File: config.mk
export PLATFORM = sky130hd
export DESIGN_NAME = stepdir_position_tracker
export DESIGN_NICKNAME = d
export VERILOG_FILES = /design/src/rtl/stepdir_position_tracker.sv
export SDC_FILE = /design/constraint.sdc
export NUM_CORES = 1
export LEC_CHECK = 0
export ABC_AREA = 1
export CAP_MARGIN = 20
export CELL_PAD_IN_SITES_DETAIL_PLACEMENT = 1
export CELL_PAD_IN_SITES_GLOBAL_PLACEMENT = 2
export CORE_MARGIN = 2
export CORE_UTILIZATION = 36
export DETAILED_ROUTE_END_ITERATION = 8
export PLACE_DENSITY = 0.94
export SYNTH_ARGS = -nofsm -noshare
export SYNTH_HDL_FRONTEND = slang
export SYNTH_SLANG_ARGS = --single-unit
File: constraint.sdc
create_clock -name clk -period 11.81 [get_ports clk]
set_input_delay 2.362 -clock clk [delete_from_list [all_inputs] [get_ports clk]]
set_output_delay 2.362 -clock clk [all_outputs]
set_load 0.03 [all_outputs]
File: src/rtl/stepdir_position_tracker.sv
// Step/dir receiver: synchronizes two motor step/dir pairs, qualifies step pulses,
// tracks signed motor positions and derived CoreXY X/Y, and flags dir timing violations.
module stepdir_position_tracker #(
  parameter int SYNC_STAGES = 2,
  parameter int MIN_HIGH    = 2,
  parameter int DIR_SETUP   = 4
) (
  input  logic        clk,
  input  logic        rst_n,
  input  logic        step_1,
  input  logic        dir_1,
  input  logic        step_2,
  input  logic        dir_2,
  input  logic        clear,
  input  logic        err_clear,
  output logic [31:0] pos_1,
  output logic [31:0] pos_2,
  output logic [32:0] pos_x,
  output logic [32:0] pos_y,
  output logic        step_evt_1,
  output logic        step_evt_2,
  output logic        dir_err
);

  typedef enum logic [1:0] {IDLE, QUAL, COUNTED} state_t;

  localparam int QW = $clog2(MIN_HIGH + 1);
  localparam int DW = $clog2(DIR_SETUP + 1);

  // Bit order per stage: {dir_2, step_2, dir_1, step_1}.
  logic [3:0] sync_q [SYNC_STAGES];
  logic [1:0] s_step, s_dir;
  logic [1:0] evt, neg, viol;

  // NOTE: the synchronizer is a small register array but is still reset, so a
  // stale high cannot survive reset and look like a fresh step edge.
  always_ff @(posedge clk or negedge rst_n) begin
    if (!rst_n) begin
      for (int i = 0; i < SYNC_STAGES; i++) sync_q[i] <= '0;
    end else begin
      sync_q[0] <= {dir_2, step_2, dir_1, step_1};
      for (int i = 1; i < SYNC_STAGES; i++) sync_q[i] <= sync_q[i-1];
    end
  end

  assign s_step = {sync_q[SYNC_STAGES-1][2], sync_q[SYNC_STAGES-1][0]};
  assign s_dir  = {sync_q[SYNC_STAGES-1][3], sync_q[SYNC_STAGES-1][1]};

  for (genvar ch = 0; ch < 2; ch++) begin : g_ch
    state_t          state, state_nxt;
    logic [QW-1:0]   qcnt, qcnt_nxt;
    logic            dir_lat, dir_lat_nxt;
    logic [DW-1:0]   dcnt;
    logic            dir_prev;
    logic            dir_chg;
    logic            evt_l, rise_viol;

    assign dir_chg = s_dir[ch] ^ dir_prev;

    // NOTE: sequential state uses non-blocking assignments so every register
    // samples pre-edge values regardless of process ordering.
    always_ff @(posedge clk or negedge rst_n) begin
      if (!rst_n) begin
        state    <= IDLE;
        qcnt     <= '0;
        dir_lat  <= 1'b0;
        dcnt     <= DW'(DIR_SETUP);
        dir_prev <= 1'b0;
      end else begin
        state    <= state_nxt;
        qcnt     <= qcnt_nxt;
        dir_lat  <= dir_lat_nxt;
        dir_prev <= s_dir[ch];
        if (dir_chg)                  dcnt <= '0;
        else if (dcnt < DW'(DIR_SETUP)) dcnt <= dcnt + DW'(1);
      end
    end

    // NOTE: every output of this block gets a default first so no path
    // through the case statement can infer a latch.
    always_comb begin
      state_nxt   = state;
      qcnt_nxt    = qcnt;
      dir_lat_nxt = dir_lat;
      evt_l       = 1'b0;
      rise_viol   = 1'b0;
      unique case (state)
        IDLE: if (s_step[ch]) begin
          dir_lat_nxt = s_dir[ch];
          rise_viol   = dir_chg || (dcnt < DW'(DIR_SETUP));
          if (MIN_HIGH == 1) begin
            state_nxt = COUNTED;
            evt_l     = 1'b1;
          end else begin
            state_nxt = QUAL;
            qcnt_nxt  = QW'(1);
          end
        end
        QUAL: if (!s_step[ch]) begin
          state_nxt = IDLE;
        end else if (qcnt + QW'(1) == QW'(MIN_HIGH)) begin
          state_nxt = COUNTED;
          evt_l     = 1'b1;
        end else begin
          qcnt_nxt = qcnt + QW'(1);
        end
        COUNTED: if (!s_step[ch]) state_nxt = IDLE;
        default: state_nxt = IDLE;
      endcase
    end

    assign evt[ch]  = evt_l;
    // In the MIN_HIGH=1 case the count happens on the detection cycle, before dir is latched.
    assign neg[ch]  = (state == IDLE) ? s_dir[ch] : dir_lat;
    assign viol[ch] = rise_viol || (dir_chg && state != IDLE);
  end

  logic [31:0] pos_1_nxt, pos_2_nxt;

  always_comb begin
    pos_1_nxt = pos_1;
    pos_2_nxt = pos_2;
    if (evt[0]) pos_1_nxt = neg[0] ? pos_1 - 32'd1 : pos_1 + 32'd1;
    if (evt[1]) pos_2_nxt = neg[1] ? pos_2 - 32'd1 : pos_2 + 32'd1;
    if (clear) begin
      pos_1_nxt = '0;
      pos_2_nxt = '0;
    end
  end

  // X/Y are computed from the next motor values so they never lag pos_1/pos_2.
  always_ff @(posedge clk or negedge rst_n) begin
    if (!rst_n) begin
      pos_1      <= '0;
      pos_2      <= '0;
      pos_x      <= '0;
      pos_y      <= '0;
      step_evt_1 <= 1'b0;
      step_evt_2 <= 1'b0;
      dir_err    <= 1'b0;
    end else begin
      pos_1      <= pos_1_nxt;
      pos_2      <= pos_2_nxt;
      pos_x      <= {pos_1_nxt[31], pos_1_nxt} + {pos_2_nxt[31], pos_2_nxt};
      pos_y      <= {pos_1_nxt[31], pos_1_nxt} - {pos_2_nxt[31], pos_2_nxt};
      step_evt_1 <= evt[0];
      step_evt_2 <= evt[1];
      if (|viol)          dir_err <= 1'b1;
      else if (err_clear) dir_err <= 1'b0;
    end
  end

endmodule

Yosys cells after proc, flatten, opt, wreduce, memory -nomap -nowiden
Index checks and enable logic that the tools add are counted.
- bits of input ports: 8
- bits in registers: 159
- magnitude comparators: 2
- add/sub/neg operators: 10
- multiplexer cells: 40
- equality and inequality tests: 16
- reduce and logical (&&, ||, !) cells: 22
- bitwise operators: 2
- operators by type and width (kind ; number):
    $mux 32 ; 6
    $add 32x1->32 const B ; 2
    $sub 32x1->32 const B ; 2
    $add 32x32->33 ; 1
    $sub 32x32->33 ; 1
    $mux 2 ; 12
    $ne 2x2->1 const B ; 8
    $mux 1 ; 14
    $reduce_bool 2->1 ; 7
    $mux 3 ; 4
    $pmux 2 s3 ; 2
    $eq 2x2->1 const B ; 4
    $pmux 2 s2 ; 2
    $reduce_and 4->1 ; 2
    $add 3x1->3 const B ; 2
    $lt 3x3->1 const B ; 2
    $ne 3x3->1 const B ; 2
    $reduce_and 3->1 ; 2
    $add 2x1->2 const B ; 2
    $eq 2x1->1 const B ; 2
    $logic_not 2->1 ; 2
    $logic_or 1x1->1 ; 4
    $reduce_and 2->1 ; 2
    $logic_and 1x1->1 ; 2
    other kinds (2) ; 3

Longest topological paths before layout
- word-level depth: 8
- depth in mapped cells: 34

Worst setup path before layout
Ideal clock, no wire load.
- path kind: register to register
- start point: register g_ch[0].state[0]
- end point: register pos_x[29]
- stages on the path, launching flop included: 28
- arrival: 5.996 ns
- slack: 5.682 ns
- path through: dfrtp_1 > nor2_1 > o21ai_0 > inv_1 > fa_1 > inv_1 > nand3_1 > nand2_1 > nand2_1 > nand3_1 > nand2_1 > o21ai_2 > a21oi_1 > o21ai_2 > a21oi_1 > o21ai_0 > xor2_1 > o21ai_0 > inv_1 > ha_1 > inv_1 > a21oi_1 > o21ai_0 > a221oi_1 > nand2_1 > nand3_1 > o2111ai_1 > xor2_1
- word-level cells in the longest chain between the ends: 6
- elaborated cells between the ends (all ways): 8
- those cells by class: add/sub: 1; eq/ne: 1; mux: 5; reduce/logical: 1
- ends and longest elaborated chain (item ; RTL line ; source):
    start: declaration ; 50 ; state_t state, state_nxt;
    start signal: assignment ; 70 ; state <= state_nxt;
    $logic_not 2->1 ; 114 ; assign neg[ch] = (state == IDLE) ? s_dir[ch] : dir_lat;
    $mux 1 ; 114 ;
    $mux 32 ; 123 ; if (evt[0]) pos_1_nxt = neg[0] ? pos_1 - 32'd1 : pos_1 + 32'd1;
    $mux 32 (*) ; 123 ;
    $mux 32 (*) ; 125 ; if (clear) begin
    $add 32x32->33 (*) ; 144 ; pos_x <= {pos_1_nxt[31], pos_1_nxt} + {pos_2_nxt[31], pos_2_nxt};
    end signal: assignment ; 144 ;
    end: declaration ; 18 ; output logic [32:0] pos_x,
Every way passes the cells marked *; elsewhere a longest branch is shown, timed or not.
A chain may end at the register's enable or synchronous reset.

Final worst setup path
- start point: input port clear
- end point: register pos_x[24]
- word-level cells in the longest chain between the ends: 2
- elaborated cells between the ends (all ways): 3
- those cells by class: add/sub: 1; mux: 2
- ends and longest elaborated chain (item ; RTL line ; source):
    start: declaration ; 14 ; input logic clear,
    $mux 32 ; 125 ;
    via pos_2_nxt[2] ; 118 ; logic [31:0] pos_1_nxt, pos_2_nxt;
    $add 32x32->33 ; 144 ;
The timed path passes the listed nets, and every way through them passes these cells.

==> results_dict.tcl <==
set metrics [dict create \
    synth.mux.area_fraction_pct 0.3344 \
    synthesis.instances 1827 \
    cpMaxStageDelayCell "o21ai_0" \
    status "finished clean" \
    cp_cell_sequence "clkdlybuf4s50_1 > buf_4 > clkinv_1 > buf_4 > o21ai_0 > nor2_1 > inv_1 > ha_1 > o21ai_0 > a21oi_1 > o21ai_0 > nand2_1 > a21oi_1 > nand3_1 > o211ai_1 > nand2_1 > nand2_1 > nand2_1 > nand2_1 > a21oi_1 > xor2_1" \
    fmax_mhz 157.7 \
    layout_common_cells "nand2_1 (358), inv_1 (304), nor2_1 (169)" \
    via_per_inst 5.155 \
    p_sw_uw 2423 \
    cts_hold_buf 0 \
    clock_latency_ps 460 \
    cts_root_buf "clkbuf_16" \
    area_growth_pct 19.07 \
    synth_ff_type "dfrtp_1" \
    die_area_um2 37910 \
    end_kind "register" \
    io_buffers 140 \
    dp_hpwl_mm 38.23 \
    ys_seq_area_share_pct 30.22 \
    initial_core_util_pct 36.72 \
    post_cts_resized 0 \
    fin_setup_tns_ps 0 \
    drtIter0Drc 716 \
    r2r.worst_path.cells 31 \
    drc_errors 0 \
    power.density_nw_per_um2 289.0 \
    rows 69 \
    die_h_um 194.7 \
    finalClockSkew_ps 19.33 \
    path_class "input port to register" \
    critPathRequiredTime_ps 12140 \
    async_flop_share_pct 100.0 \
    dr.pass1.iters 4 \
    rsz0062_at_grt "no" \
    final.min_clock_period_ps 6343 \
    max_stage_delay_ps 480 \
    synth_xor_area_share_pct 5.084 \
    drive_gt1_share_pct 9.201 \
    hold_viol 0 \
    syn-num-nets 1969 \
    final-seq-area_um2 3956 \
    cts_htree_levels 4 \
    holdWs_ps 349.0 \
    layout_commonest_cell "nand2_1" \
    leakage_uw 0.008410 \
    diodes 0 \
    hp-class "register to register" \
    hold_depth 0 \
    max_cap_violations 0 \
    yosys_warnings 0 \
    cp_max_fo 42 \
    die_w_um 194.7 \
    routedWlPerCell_um 19.22 \
    slew_viol_final 0 \
    tightest_slew_ps 991.3 \
    clkSinkCount 158 \
    syn-cell-area_um2 13090 \
    synth_compound_area_share_pct 13.81 \
    intPower_uw 2082 \
    grt_pass1_wl_mm 74.16 \
    grt_max_degree 92 \
    ir_drop_mv 0.1683 \
    cp_common_cell "nand2_1" \
    crit_arrival_ps 6670 \
    syn_area_per_cell_um2 7.167 \
    cp_num_cells 21 \
    grt_pass1_vias 13290 \
    yosysUniqueCellTypes 49 \
    synthSimpleGateAreaFrac_pct 27.13 \
    synth_top_family_by_area "simple AND/OR/NAND/NOR gates" \
    core_region_area_um2 35660 \
    synth-edff-count 0 \
    io_pins 141 \
    route.vias.total 12570 \
    slew_headroom_pct 33.91 \
    clk_pin_slew_worst_paths_ps 70 \
    ys_ff_latch 158 \
    fillCellCount 4493 \
    totalWireLength_mm 46.87 \
    seq_power_share_pct 19.6 \
    nNetsFinal 2107 \
    pwr-share-clk_pct 12.3 \
    cp_top_family "compound AO/OA/AOI/OAI gates" \
    worstSetupStartpointType "input port" \
    antenna_found_initial 1 \
    setup_viol_count_final 0 \
    cts_buffer_depth 2 \
    post_cts_buffers 0 \
    pwr-share-comb_pct 68.1 \
    grt_usage_pct 25.35 \
    ant_nets 0 \
    worst-path-buf-inv 5 \
    gp_congestion 0.9187 \
    multi_input_area_um2 7784 \
    netSwitchingFraction_pct 53.79 \
    finalCritPeriodShare_pct 53.70 \
    gr-total-overflow 0 \
    cts_tree "yes" \
    yosys.area_share.adder_pct 13.03 \
    cts_made_buffers 17 \
]
registers in the layout, summed over array words and instances (netlist names):
signal,cells
step_evt_2,1
pos_y,32
pos_x,33
pos_2,32
step_evt_1,1
g_ch.state,4
s_dir,2
g_ch.qcnt,4
sync_q,4
g_ch.dcnt,6
g_ch.dir_lat,2
s_step,2
pos_1,32
dir_err,1
g_ch.dir_prev,2
Yosys cell counts, types with 5 or more instances:
master / n / share of area (%)
a21oi_1: 140 / 5.4
nor2_2: 18 / 0.86
o21bai_1: 10 / 0.57
or2_2: 28 / 1.3
nand2_2: 27 / 1.3
o21ai_2: 5 / 0.33
a31oi_1: 14 / 0.67
inv_2: 27 / 0.77
nor4_1: 5 / 0.24
nand3_1: 102 / 3.9
o21ai_0: 74 / 2.8
dfrtp_1: 156 / 30
o31ai_1: 10 / 0.57
o21ai_1: 10 / 0.38
nor2_1: 169 / 4.8
xnor2_1: 11 / 0.74
nand2_4: 7 / 0.60
clkbuf_1: 24 / 0.69
xor2_1: 65 / 4.3
inv_1: 304 / 8.7
nand2_1: 358 / 10
ha_1: 130 / 12
o211ai_1: 21 / 1.2
a221oi_1: 6 / 0.40
o21a_1: 10 / 0.57
nand4_1: 24 / 1.1
nor3_1: 12 / 0.46
nand3_2: 12 / 0.92
nor2_4: 9 / 0.77
cell type report:
class | count | area share, %
Timing Repair Buffer | 147 | 9.333
Inverter | 333 | 8.017
Clock buffer | 21 | 2.953
Multi-Input combinational cell | 1308 | 49.92
Sequential cell | 158 | 25.38
Tap cell | 461 | 3.700
Clock inverter | 11 | 0.6982
per-layer routing:
metal / vias up / global-route usage [%] / wire (µm)
met5: - / 0 / 0
met4: 0 / 8.405 / 1315
met3: 55 / 2.533 / 1504
met2: 260 / 40.33 / 21070
met1: 6108 / 36.03 / 22990
li1: 6150 / - / -
final timing paths:
check                      slack [ps]                      endpoint                          from
min                               350           s_step[0]$_DFF_PN0_           sync_q[4]$_DFF_PN0_
max reg2reg                      5630           pos_x[29]$_DFF_PN0_  g_ch[0].state[0]$_DFFE_PN0P_
min reg2reg                       350           s_step[0]$_DFF_PN0_           sync_q[4]$_DFF_PN0_
min in group asynchronous        1930          step_evt_2$_DFF_PN0_                         rst_n
max                              5470           pos_x[24]$_DFF_PN0_                         clear
max in group asynchronous        8320  g_ch[1].state[0]$_DFFE_PN0P_                         rst_n
cells by family (layout without fill, tap and decap cells):
kind of cell / after synthesis / in the layout
AOI/OAI and AO/OA: 315 / 315
buffers and inverters: 361 / 512
xor gates and xnor gates: 76 / 76
and+or+nand+nor: 779 / 779
muxes: 4 / 4
DFF: 158 / 158
adders and majority gates: 134 / 134
metrics by stage:
step | util (%) | instances | setup slack (ps) | area [µm²] | power (µW)
final | 43.73 | 2439 | 5467 | 15590 | 4506
after global routing | 43.73 | 2439 | 5140 | 15590 | 4884
after CTS | 43.73 | 2439 | 5578 | 15590 | 4528
after detailed placement | 42.13 | 2407 | 5130 | 15020 | 3931
after global placement | 42.13 | 2407 | 5208 | 15020 | 3871
after floorplan | - | 1827 | 5682 | 13090 | 2913
power groups by stage:
stage | clock, µW | combinational (µW) | sequential [µW]
after detailed placement | 0 | 3040 | 888
after floorplan | 0 | 1760 | 1150
after CTS | 568 | 3080 | 884
after global placement | 0 | 2980 | 890
after global routing | 583 | 3400 | 900
final | 553 | 3070 | 882
Note: power is estimated with default switching activity, not from simulation.
